`config.mk`:
```
export PLATFORM = sky130hd
export DESIGN_NAME = uart_rx_word_ctrl
export DESIGN_NICKNAME = d
export VERILOG_FILES = /design/src/rtl/uart_rx_word_ctrl.sv
export SDC_FILE = /design/constraint.sdc
export NUM_CORES = 1
export LEC_CHECK = 0
export CELL_PAD_IN_SITES_DETAIL_PLACEMENT = 0
export CELL_PAD_IN_SITES_GLOBAL_PLACEMENT = 1
export CORE_UTILIZATION = 40
export DETAILED_ROUTE_END_ITERATION = 8
export GPL_ROUTABILITY_DRIVEN = 0
export HOLD_SLACK_MARGIN = 0.15
export PLACE_DENSITY = 0.92
export SLEW_MARGIN = 20
export SYNTH_ARGS = -nofsm -noshare
export SYNTH_HDL_FRONTEND = slang
export SYNTH_SLANG_ARGS = --single-unit
```
`constraint.sdc`:
```
create_clock -name clk -period 4.48 [get_ports clk]
set_input_delay 0.896 -clock clk [delete_from_list [all_inputs] [get_ports clk]]
set_output_delay 0.896 -clock clk [all_outputs]
set_load 0.01 [all_outputs]
```
`src/rtl/uart_rx_word_ctrl.sv`:
```
// UART RX word controller: pairs bytes (low first) into 16-bit words,
// valid/ready output, sel = state code, timeout/frame/overrun pulses.
//   in : clk, rst, rx_valid, rx_data[7:0], rx_frame_err, word_ready
//   out: word_valid, word_data[15:0], sel[2:0], timeout_err,
//        frame_err, overrun_err, word_count[CNT_W-1:0]
module uart_rx_word_ctrl #(
  parameter int TIMEOUT_CYCLES = 1000,
  parameter int CNT_W          = 16
) (
  input  logic             clk,
  input  logic             rst,
  input  logic             rx_valid,
  input  logic [7:0]       rx_data,
  input  logic             rx_frame_err,
  input  logic             word_ready,
  output logic             word_valid,
  output logic [15:0]      word_data,
  output logic [2:0]       sel,
  output logic             timeout_err,
  output logic             frame_err,
  output logic             overrun_err,
  output logic [CNT_W-1:0] word_count
);

  localparam logic [2:0] S_IDLE    = 3'b000;
  localparam logic [2:0] S_WAIT_HI = 3'b001;
  localparam logic [2:0] S_HOLD    = 3'b010;

  localparam int TW = $clog2(TIMEOUT_CYCLES);
  // Timer holds idle cycles seen minus one, so the idle cycle that
  // brings the gap to TIMEOUT_CYCLES-1 sees this value.
  localparam logic [TW-1:0] T_LAST = TW'(TIMEOUT_CYCLES - 2);

  logic [2:0]    state;
  logic [7:0]    low_q;
  logic [TW-1:0] timer;
  logic          good_byte;
  logic          bad_byte;
  logic          handshake;

  assign good_byte = rx_valid & ~rx_frame_err;
  assign bad_byte  = rx_valid &  rx_frame_err;
  assign handshake = (state == S_HOLD) & word_ready;
  assign sel       = state;

  always_ff @(posedge clk) begin
    if (rst) begin
      state       <= S_IDLE;
      low_q       <= 8'h00;
      timer       <= '0;
      word_valid  <= 1'b0;
      word_data   <= 16'h0000;
      timeout_err <= 1'b0;
      frame_err   <= 1'b0;
      overrun_err <= 1'b0;
      word_count  <= '0;
    end else begin
      timeout_err <= 1'b0;
      frame_err   <= 1'b0;
      overrun_err <= 1'b0;
      case (state)
        S_IDLE: begin
          if (good_byte) begin
            low_q <= rx_data;
            timer <= '0;
            state <= S_WAIT_HI;
          end else if (bad_byte) begin
            frame_err <= 1'b1;
          end
        end
        S_WAIT_HI: begin
          // An arriving byte takes priority over the timeout.
          if (good_byte) begin
            word_data  <= {rx_data, low_q};
            word_valid <= 1'b1;
            state      <= S_HOLD;
          end else if (bad_byte) begin
            frame_err <= 1'b1;
            state     <= S_IDLE;
          end else if (timer == T_LAST) begin
            timeout_err <= 1'b1;
            state       <= S_IDLE;
          end else begin
            timer <= timer + TW'(1);
          end
        end
        S_HOLD: begin
          if (handshake) begin
            word_count <= word_count + CNT_W'(1);
            word_valid <= 1'b0;
            // A good byte in the handshake cycle starts the next word.
            if (good_byte) begin
              low_q <= rx_data;
              timer <= '0;
              state <= S_WAIT_HI;
            end else begin
              frame_err <= bad_byte;
              state     <= S_IDLE;
            end
          end else if (rx_valid) begin
            overrun_err <= 1'b1;
            frame_err   <= rx_frame_err;
          end
        end
        default: begin
          word_valid <= 1'b0;
          state      <= S_IDLE;
        end
      endcase
    end
  end

endmodule

```
## After elaboration in Yosys (flattened, before gate mapping)

Index checks and enable logic that the tools add are counted.

- Add/sub/neg operators: 2
- Multipliers: 0
- Div/mod/pow operators: 0
- Order comparisons: 0
- Equal/unequal tests: 10
- Shift-type cells: 0
- Muxes and demuxes: 27
- Bitwise logic cells: 7
- Reduce and logical (&&, ||, !) cells: 12

Operator list:

| cell | number |
|---|---|
| 10-bit two-way mux | 5 |
| 10-bit case mux with 3 select lines | 1 |
| 16-bit by 1-bit adder with 16-bit output (second input constant) | 1 |
| 8-bit two-way mux | 2 |
| 8-bit case mux with 2 select lines | 1 |
| 3-bit two-way mux | 5 |
| 2-bit != test (second input constant) | 6 |
| 10-bit by 1-bit adder with 10-bit output (second input constant) | 1 |
| 10-bit == test (second input constant) | 1 |
| 1-bit two-way mux | 10 |
| 3-bit case mux with 3 select lines | 1 |
| 2-bit AND reduction | 3 |
| 3-bit AND reduction | 2 |
| 5-bit AND reduction | 1 |
| 4-bit != test (second input constant) | 1 |
| 1-bit NOT | 4 |
| 4-bit OR reduction | 1 |
| 1-bit bitwise AND | 3 |
| 3-bit by 1-bit == test with 1-bit output (second input constant) | 1 |
| 3-bit by 2-bit == test with 1-bit output (second input constant) | 1 |
| 3-bit zero test | 1 |
| 1-bit case mux with 3 select lines | 1 |
| 3-bit nonzero test | 1 |
| 3-bit OR reduction | 1 |
| 3 further kinds | 3 |

- Bits in registers: 57
- Latch bits: 0
- RAM bits: 0
- ROM bits: 0
- Input port bits: 13
- Memories: 0

## Longest topological paths before layout

Gate-level depths: netlist of the first run.

- Depth after elaboration: 5
- Gate-level depth with buffers: 7
- Gate-level depth less buffers: 6

## Worst setup path after synthesis of the first run

Ideal clock, no wire load.

- Path type: input-to-reg
- Start: input rx_valid
- End: register timer[9]
- Library setup time: 95 ps
- Data arrival time: 2050 ps
- Required time: 4385 ps
- Slack: 2335 ps
- Cell stages on the path: 4
- Buffers on the path: 0
- Cell sequence: or3b_4 -> a41o_1 -> or4_1 -> o311ai_1

- Word-level cells in the longest chain between the ends: 4
- Elaborated cells between the ends (all ways): 8

RTL lines:

| what | RTL line | source |
|---|---|---|
| from (decl) | 12 | `input logic rx_valid,` |
| 1-bit bitwise AND | 41 | `assign good_byte = rx_valid & ~rx_frame_err;` |
| 10-bit two-way mux (2 in series) | - |  |
| 10-bit case mux with 3 select lines | - |  |
| to (signal assigned) | 84 | `timer <= timer + TW'(1);` |
| to (decl) | 36 | `logic [TW-1:0] timer;` |

Several ways; a longest one is shown, not always the timed one. The select of a mux whose other input is x is not followed.
A chain may end at the register's enable or synchronous reset.

## Final worst setup path of the first run

- Start: input rx_valid
- End: register timer[5]

The elaborated chain is that of the path after synthesis.

==> summary.md, run 1 <==
| Metric | Value |
|---|---|
| Syn_nets | `between 200 and 300` |
| Final setup vio count | `0` |
| Syn-to-layout area delta | `25.9%` |
| Register area share after synthesis | `0.470` |
| Iter 0 DRT Violations | `103` |
| R2r startpoint | `sel[0]` |
| CTS tree | `built` |
| Layout Cells excl Fill | `about 400` |
| Clk root buf | `clkbuf_8` |
| Antenna-violating nets left | `0` |
| WHS Endpoint | `word_data[2]` |
| Vias per cell | `around 5.4` |
| Core box area | `between 5000 and 6000 sq um` |
| YS warnings | `0` |
| DRC errors left | `0` |
| Die X | `between 70 and 80 um` |
| Max_cap viols | `0` |
| Max VDD drop | `about 0.17 mV` |
| Slew @ Worst Pin | `1050 ps` |
| Post-synth cell types | `49` |
| R2R setup slack | `between 2000 and 2500 ps` |
| Layout cells sized above 1 | `0.0556` |
| Mapped Area | `between 2000 and 2500 sq um` |
| Post-CTS sizing | `0` |
| Metal3 WL | `approximately 230 um` |
| Die area | `between 6000 and 7000 sq um` |
| Yosys top cell by area | `dfxtp_1` |
| Crit path kind | `in2reg` |
| CP max FO | `12` |
| M1 WL | `about 2500 um` |
| Mapped Cells | `roughly 280` |
| Number of flops mapped to enable cells by yosys | `0` |
| Setup tns final | `0 ps` |
| Arr. time, crit path | `between 2000 and 3000 ps` |
| # IOs | `52` |
| Startpoint Class | `primary input` |
| Pin count of the biggest net entering global routing | `approximately 60` |
| Fin. max-slew vios | `0` |
| R2R depth | `4` |
| Rel. slew slack | `0.300` |
| Initial Utilization | `0.425` |
| Final Hold Fails | `0` |
| Primary FF master, synth | `dfxtp_1` |
| Post-synthesis register bit count | `between 50 and 60` |
| Die span in y | `slightly below 80 um` |
| Leak pwr | `between 0.9 and 1 nW` |
| Avg Cell Area, Syn | `around 8.5 sq um` |
| DR WL met2 | `about 2500 um` |
| WL final | `around 5300 um` |
| Asr flop ratio synth | `0` |
| CTS max path bufs | `2` |
| Clk sink count | `56` |
| Port Buffer Count | `50` |
| Hold buffers post-CTS | `0` |
| Top Metal Used | `met4` |
| RSZ-0062 raised after global routing | `no` |
| Status | `completed` |
| Crit path required time | `approximately 4700 ps` |
| Drt wl/cell | `~13 um` |
| Reg2Reg Capture Point | `timer[5]` |
| Hold Path Depth | `2` |
| Remaining global-route overflow | `0` |
| Hpwl dp | `roughly 3600 um` |
| Clock Latency Late Sink | `310 ps` |
| Critical-path cell list | `clkdlybuf4s50_1, or3b_4, a41oi_2, a31oi_1, a311oi_1` |
| Worst setup skew after layout | `about 8.6 ps` |
| Pwr Density | `just under 300 nW/um^2` |
| Postcts setup bufs | `0` |
| HP Start | `low_q[2]` |
| Slowest-stage cell, CP | `a41oi_2` |
| Crit. End Element | `flop` |
| Slowest cell delay on critical path | `approximately 490 ps` |
| Worst min-delay path category | `reg2reg` |
| Num CTS Buffers | `5` |
| Clk slew on worst S/H paths | `100 ps` |
| Synth area leaders | `dfxtp_1 (47%), nand2_1 (9.8%), a21oi_1 (7.6%)` |
| Final Cycle Share | `0.563` |
| N_diodes | `0` |
| H-tree levels | `2` |
| Max Freq | `a little under 400 MHz` |
| Global-route wire length before repair | `8700 um` |
| Post-layout nets | `approximately 340` |
| Vias post-DR | `about 2100` |
| Gr usage total | `0.176` |
| Pre-antenna DRT Iters | `4` |
| Initial antenna violation count | `0` |
| Post-synth top area share | `0.470` |
| DP Cell Count | `388` |
| Vias in the first global route | `about 1900` |
| Min Tclk post-route | `2520 ps` |
| Row cnt | `27` |
-- cells in the mapped netlist (all sizes together), types with 2 or more instances --
master	count
nand2	62
dfxtp	56
a21oi	36
nand3	11
nor2	11
clkbuf	10
nand4	9
xor2	8
buf	6
inv	6
o21ai	6
or4	6
a311oi	4
and2	4
and3	4
nand2b	4
o31ai	4
a31oi	3
ha	3
nor3	3
a41oi	2
and4	2
nor2b	2
o311ai	2
or3	2
or3b	2
-- metal layers --
| metal | up-vias | global-route usage |
|---|---|---|
| met5 | - | 0 |
| met4 | 0 | 0.0655 |
| met3 | 5 | 0.0287 |
| met2 | 57 | 0.294 |
| met1 | 1004 | 0.226 |
| li1 | 1074 | - |
-- power by group --
part	switching, mW	total (mW)	internal, mW	leakage (nW)
Sequential	0.00282	0.505	0.502	0.452
Combinational	0.0243	0.0415	0.0171	0.477
Clock	0.164	0.333	0.169	0.0558
-- flip-flops by register name (all words and copies together) (netlist names) --
signal / flops
frame_err: 1
word_data: 16
sel: 2
overrun_err: 1
timeout_err: 1
word_valid: 1
timer: 10
low_q: 8
word_count: 16
-- worst max-delay path, delay by kind of cell --
family / cells / cell delay [ps]
compound gates: 3 / 960
buf+inv: 1 / 460
simple gates: 1 / 420
-- worst max path at each step --
stage | end | cells after the start | start | slack [ps]
2_1_floorplan | timer[9] | 4 | rx_valid | 2330
3_3_place_gp | timer[3] | 5 | rx_valid | 1680
3_5_place_dp | timer[7] | 5 | rx_valid | 1630
4_1_cts | timer[7] | 5 | rx_valid | 1980
5_1_grt | timer[5] | 5 | rx_valid | 1790
6_report | timer[5] | 5 | rx_valid | 1960
-- cell type report --
type / instances / area [sq um]
clock inverters: 2 / 38.8
clock buffers: 6 / 72.6
well taps: 72 / 90.1
repair buffers: 50 / 495
inverters: 6 / 22.5
flip-flops and latches: 56 / 1120
fillers: 553 / 2610
multi-input cells: 204 / 1160
-- kinds of logic after synthesis --
kind of cell,synth area share
other cells,0.00157
simple gates,0.268
xor+xnor,0.0331
compound gates,0.164
mux,0.00420
flops,0.470
buf+inv,0.0430
fa+ha+maj,0.0157
-- cells in the final DEF (no fill, tap or decap), types with 2 or more instances in the layout --
| cell | Yosys | final |
|---|---|---|
| xor2_1 | 8 | 8 |
| a311oi_1 | 4 | 4 |
| nor3_1 | 3 | 3 |
| and2_1 | 4 | 4 |
| nor2_1 | 11 | 11 |
| nand2b_1 | 4 | 4 |
| or3_1 | 2 | 2 |
| a31oi_1 | 3 | 3 |
| clkbuf_8 | 0 | 5 |
| o31ai_1 | 4 | 4 |
| and3_1 | 3 | 3 |
| clkdlybuf4s50_1 | 0 | 49 |
| nand3_1 | 10 | 10 |
| or4_1 | 6 | 6 |
| o21ai_0 | 5 | 5 |
| nor2b_1 | 2 | 2 |
| nand4_1 | 9 | 9 |
| and4_1 | 2 | 2 |
| inv_1 | 6 | 6 |
| dfxtp_1 | 56 | 56 |
| nand2_1 | 62 | 62 |
| ha_1 | 3 | 3 |
| a21oi_1 | 36 | 36 |
-- stage by stage --
stage | hold slack (ps) | total power, mW | instance area, sq um | utilization | worst slack (ps)
after global placement | 440 | 0.558 | 2890 | 0.515 | 1680
final | 455 | 0.879 | 3000 | 0.535 | 1960
after global routing | 479 | 0.915 | 3000 | 0.535 | 1790
after floorplan | 432 | 0.539 | 2380 | - | 2330
after detailed placement | 446 | 0.558 | 2890 | 0.515 | 1630
after CTS | 460 | 0.892 | 3000 | 0.535 | 1980
Power figures use the tool's default switching activity.
==> inputs of run 2 (changes only) <==
Settings changed: CORE_UTILIZATION 40 to 33, PLACE_DENSITY 0.92 to 0.82.
Clock period 4.48 ns to 2.1 ns, I/O delays scaled along.
==> summary.md, run 2 (synthesis results as in run 1) <==
| Metric | Value |
|---|---|
| Iter 0 DRT Violations | `89 (-14%)` |
| Most common cell after layout, fill and taps aside | `nand2_1` |
| RSZ-0062 raised after global routing | `no` |
| NetSw | `0.403 mW (+110%)` |
| Arr. time, crit path | `1420 ps (-1310 ps)` |
| Initial Utilization | `0.347 (-0.0780)` |
| Min Tclk post-route | `between 1500 and 2000 ps` |
| Crit path launch | `sel[1]` |
| Port Buffer Count | `50 (unchanged)` |
| Switching share of power | `0.215 (-0.00244)` |
| Kind of cell adding the most delay to the critical path | `buffers and inverters` |
| Clock power share | `0.372 (-0.007)` |
| Slowest-stage cell, CP | `clkdlybuf4s50_1` |
| WL final | `5570 um (+5.3%)` |
| Hpwl dp | `3940 um (+8.8%)` |
| Clk sink count | `56 (unchanged)` |
| Worst min-delay path category | `reg2reg` |
| Crit path kind | `reg2out` |
| Reg2Reg Capture Point | `timer[7]` |
| Slowest cell delay on critical path | `600 ps (+110 ps)` |
| Startpoint Class | `flop` |
| R2R depth | `7 (+3)` |
| Post-CTS sizing | `0 (unchanged)` |
| Max VDD drop | `0.363 mV (+120%)` |
| Fin util | `0.458 (-0.0766)` |
| Pre-antenna DRT Iters | `4 (unchanged)` |
| Num CTS Buffers | `5 (unchanged)` |
| R2R setup slack | `270 ps (-2190 ps)` |
| Layout cells sized above 1 | `0.0920 (+0.0364)` |
| Die X | `87.0 um (+9.8%)` |
| Pre-CTS WS | `-13.7 ps (-1640 ps)` |
| Global-route wire length before repair | `9380 um (+7.9%)` |
| Most frequent cells in the layout | `nand2_1 (62), dfxtp_1 (56), clkdlybuf4s50_1 (49)` |
| Clock Latency Late Sink | `310 ps (about the same)` |
| Crit path required time | `1680 ps (-3000 ps)` |
| Layout Cells excl Fill | `433 (+9.3%)` |
| Die area | `7570 sq um (+21%)` |
| Drt wl/cell | `12.9 um (-3.7%)` |
| Worst setup skew after layout | `10.7 ps (+2.06 ps)` |
| R2r startpoint | `timer[0]` |
| CTS max path bufs | `2 (unchanged)` |
| Clk slew on worst S/H paths | `100 ps (about the same)` |
| Core box area | `6870 sq um (+22%)` |
| Post-Layout Inst Area | `3150 sq um (+5.0%)` |
| Syn-to-layout area delta | `32.1%` |
| Fin. max-slew vios | `0 (unchanged)` |
| Vias per cell | `4.93 (-8.7%)` |
| # IOs | `52 (unchanged)` |
| Fill cell count | `688 (+24%)` |
| WP buf/inv | `1 (unchanged)` |
| Remaining global-route overflow | `0 (unchanged)` |
| Initial antenna violation count | `0 (unchanged)` |
| Critical-path cell list | `clkdlybuf4s50_1` |
| Critical Path Stages | `1 (-4)` |
| Final setup vio count | `0 (unchanged)` |
| Final Cycle Share | `0.874` |
| Worst setup endpoint | `sel[1]` |
| H-tree levels | `2 (unchanged)` |
| Pwr Density | `595 nW/um^2 (+100%)` |
| Internal | `1.47 mW (+110%)` |
| Placed cell areas | `3040 sq um (+5.3%)` |
| DRC errors left | `0 (unchanged)` |
| Leak pwr | `1.05 nW (+6.9%)` |
| Pin count of the biggest net entering global routing | `28 (-53%)` |
| CP max FO | `10 (-2)` |
| Status | `completed` |
| Max Freq | `~540 MHz` |
| Final WS setup | `265 ps (-1690 ps)` |
| Post-layout nets | `352 (+3.8%)` |
| Vias in the first global route | `2009 (+7.7%)` |
| Die span in y | `87.0 um (+9.8%)` |
| Postcts setup bufs | `0 (unchanged)` |
| Hold buffers post-CTS | `0 (unchanged)` |
| Setup tns final | `0 ps (unchanged)` |
| DP Cell Count | `425 (+9.5%)` |
| Comb pwr share | `0.054 (+0.007)` |
| Row cnt | `30 (+11%)` |
| Final Hold Fails | `0 (unchanged)` |
| N_diodes | `0 (unchanged)` |
| Vias post-DR | `2136 (-0.19%)` |
| Gr usage total | `0.158 (-0.0181)` |
| Antenna-violating nets left | `0 (unchanged)` |
| Largest regs | `word_count x16, word_data x16, timer x10` |
| Clk root buf | `clkbuf_8` |
| CTS tree | `built` |
| Crit. End Element | `primary output` |
| Flop pwr share | `0.574 (about the same)` |
| Max_cap viols | `0 (unchanged)` |
==> run 2: cell count changes in the layout (fill, tap and decap cells not counted), sizes merged <==
cell | before | now
buf | 1 | 14
clkinv | 0 | 1
inv | 7 | 6
==> run 2: per-layer routing <==
layer / up-vias / GRT usage / share of wire
met2: 42 / 0.258 / 0.46
met3: 7 / 0.0322 / 0.037
met5: - / 0 / 0
li1: 1100 / - / -
met1: 987 / 0.202 / 0.48
met4: 0 / 0.0667 / 0.017
==> run 2: worst min-delay path by stage <==
stage	startpoint	to	slack, ps	cells after the start
final	low_q[6]	word_data[6]	450	2
after global routing	low_q[0]	word_data[0]	460	2
after CTS	low_q[4]	word_data[4]	460	2
after detailed placement	low_q[4]	word_data[4]	440	2
after global placement	low_q[4]	word_data[4]	440	2
after floorplan	low_q[0]	word_data[0]	430	2
==> run 2: layout make-up <==
class	instances	area [sq um]	area share
Clock buffer	6	72.6	0.0230
Clock inverter	2	35.0	0.0111
Inverter	6	22.5	0.00715
Multi-Input combinational cell	204	1160	0.368
Sequential cell	56	1120	0.356
Tap cell	96	120	0.0381
Timing Repair Buffer	63	618	0.196
==> run 2: worst register-to-register path: cells and delay by family, from the launching register on <==
kind / cells / cell delay (ps)
flip-flops: 1 / 400
AO/OA/AOI/OAI: 3 / 660
adder cells (fa/ha/maj): 1 / 200
buffers and inverters: 2 / 240
AND/OR/NAND/NOR: 1 / 260
==> run 2: through the flow <==
| step | power (mW) | hold WS [ps] |
|---|---|---|
| after detailed placement | 1.20 | 445 |
| after global routing | 1.96 | 464 |
| after CTS | 1.90 | 460 |
| after floorplan | 1.15 | 432 |
| final | 1.87 | 454 |
| after global placement | 1.20 | 440 |
==> run 2: power by group through the flow <==
stage / Clock (mW) / Sequential, mW / Combinational [mW]
floorplan: 0 / 1.10 / 0.0477
global placement: 0 / 1.10 / 0.101
detailed placement: 0 / 1.10 / 0.102
CTS: 0.724 / 1.08 / 0.102
global route: 0.767 / 1.08 / 0.112
finish: 0.697 / 1.08 / 0.101
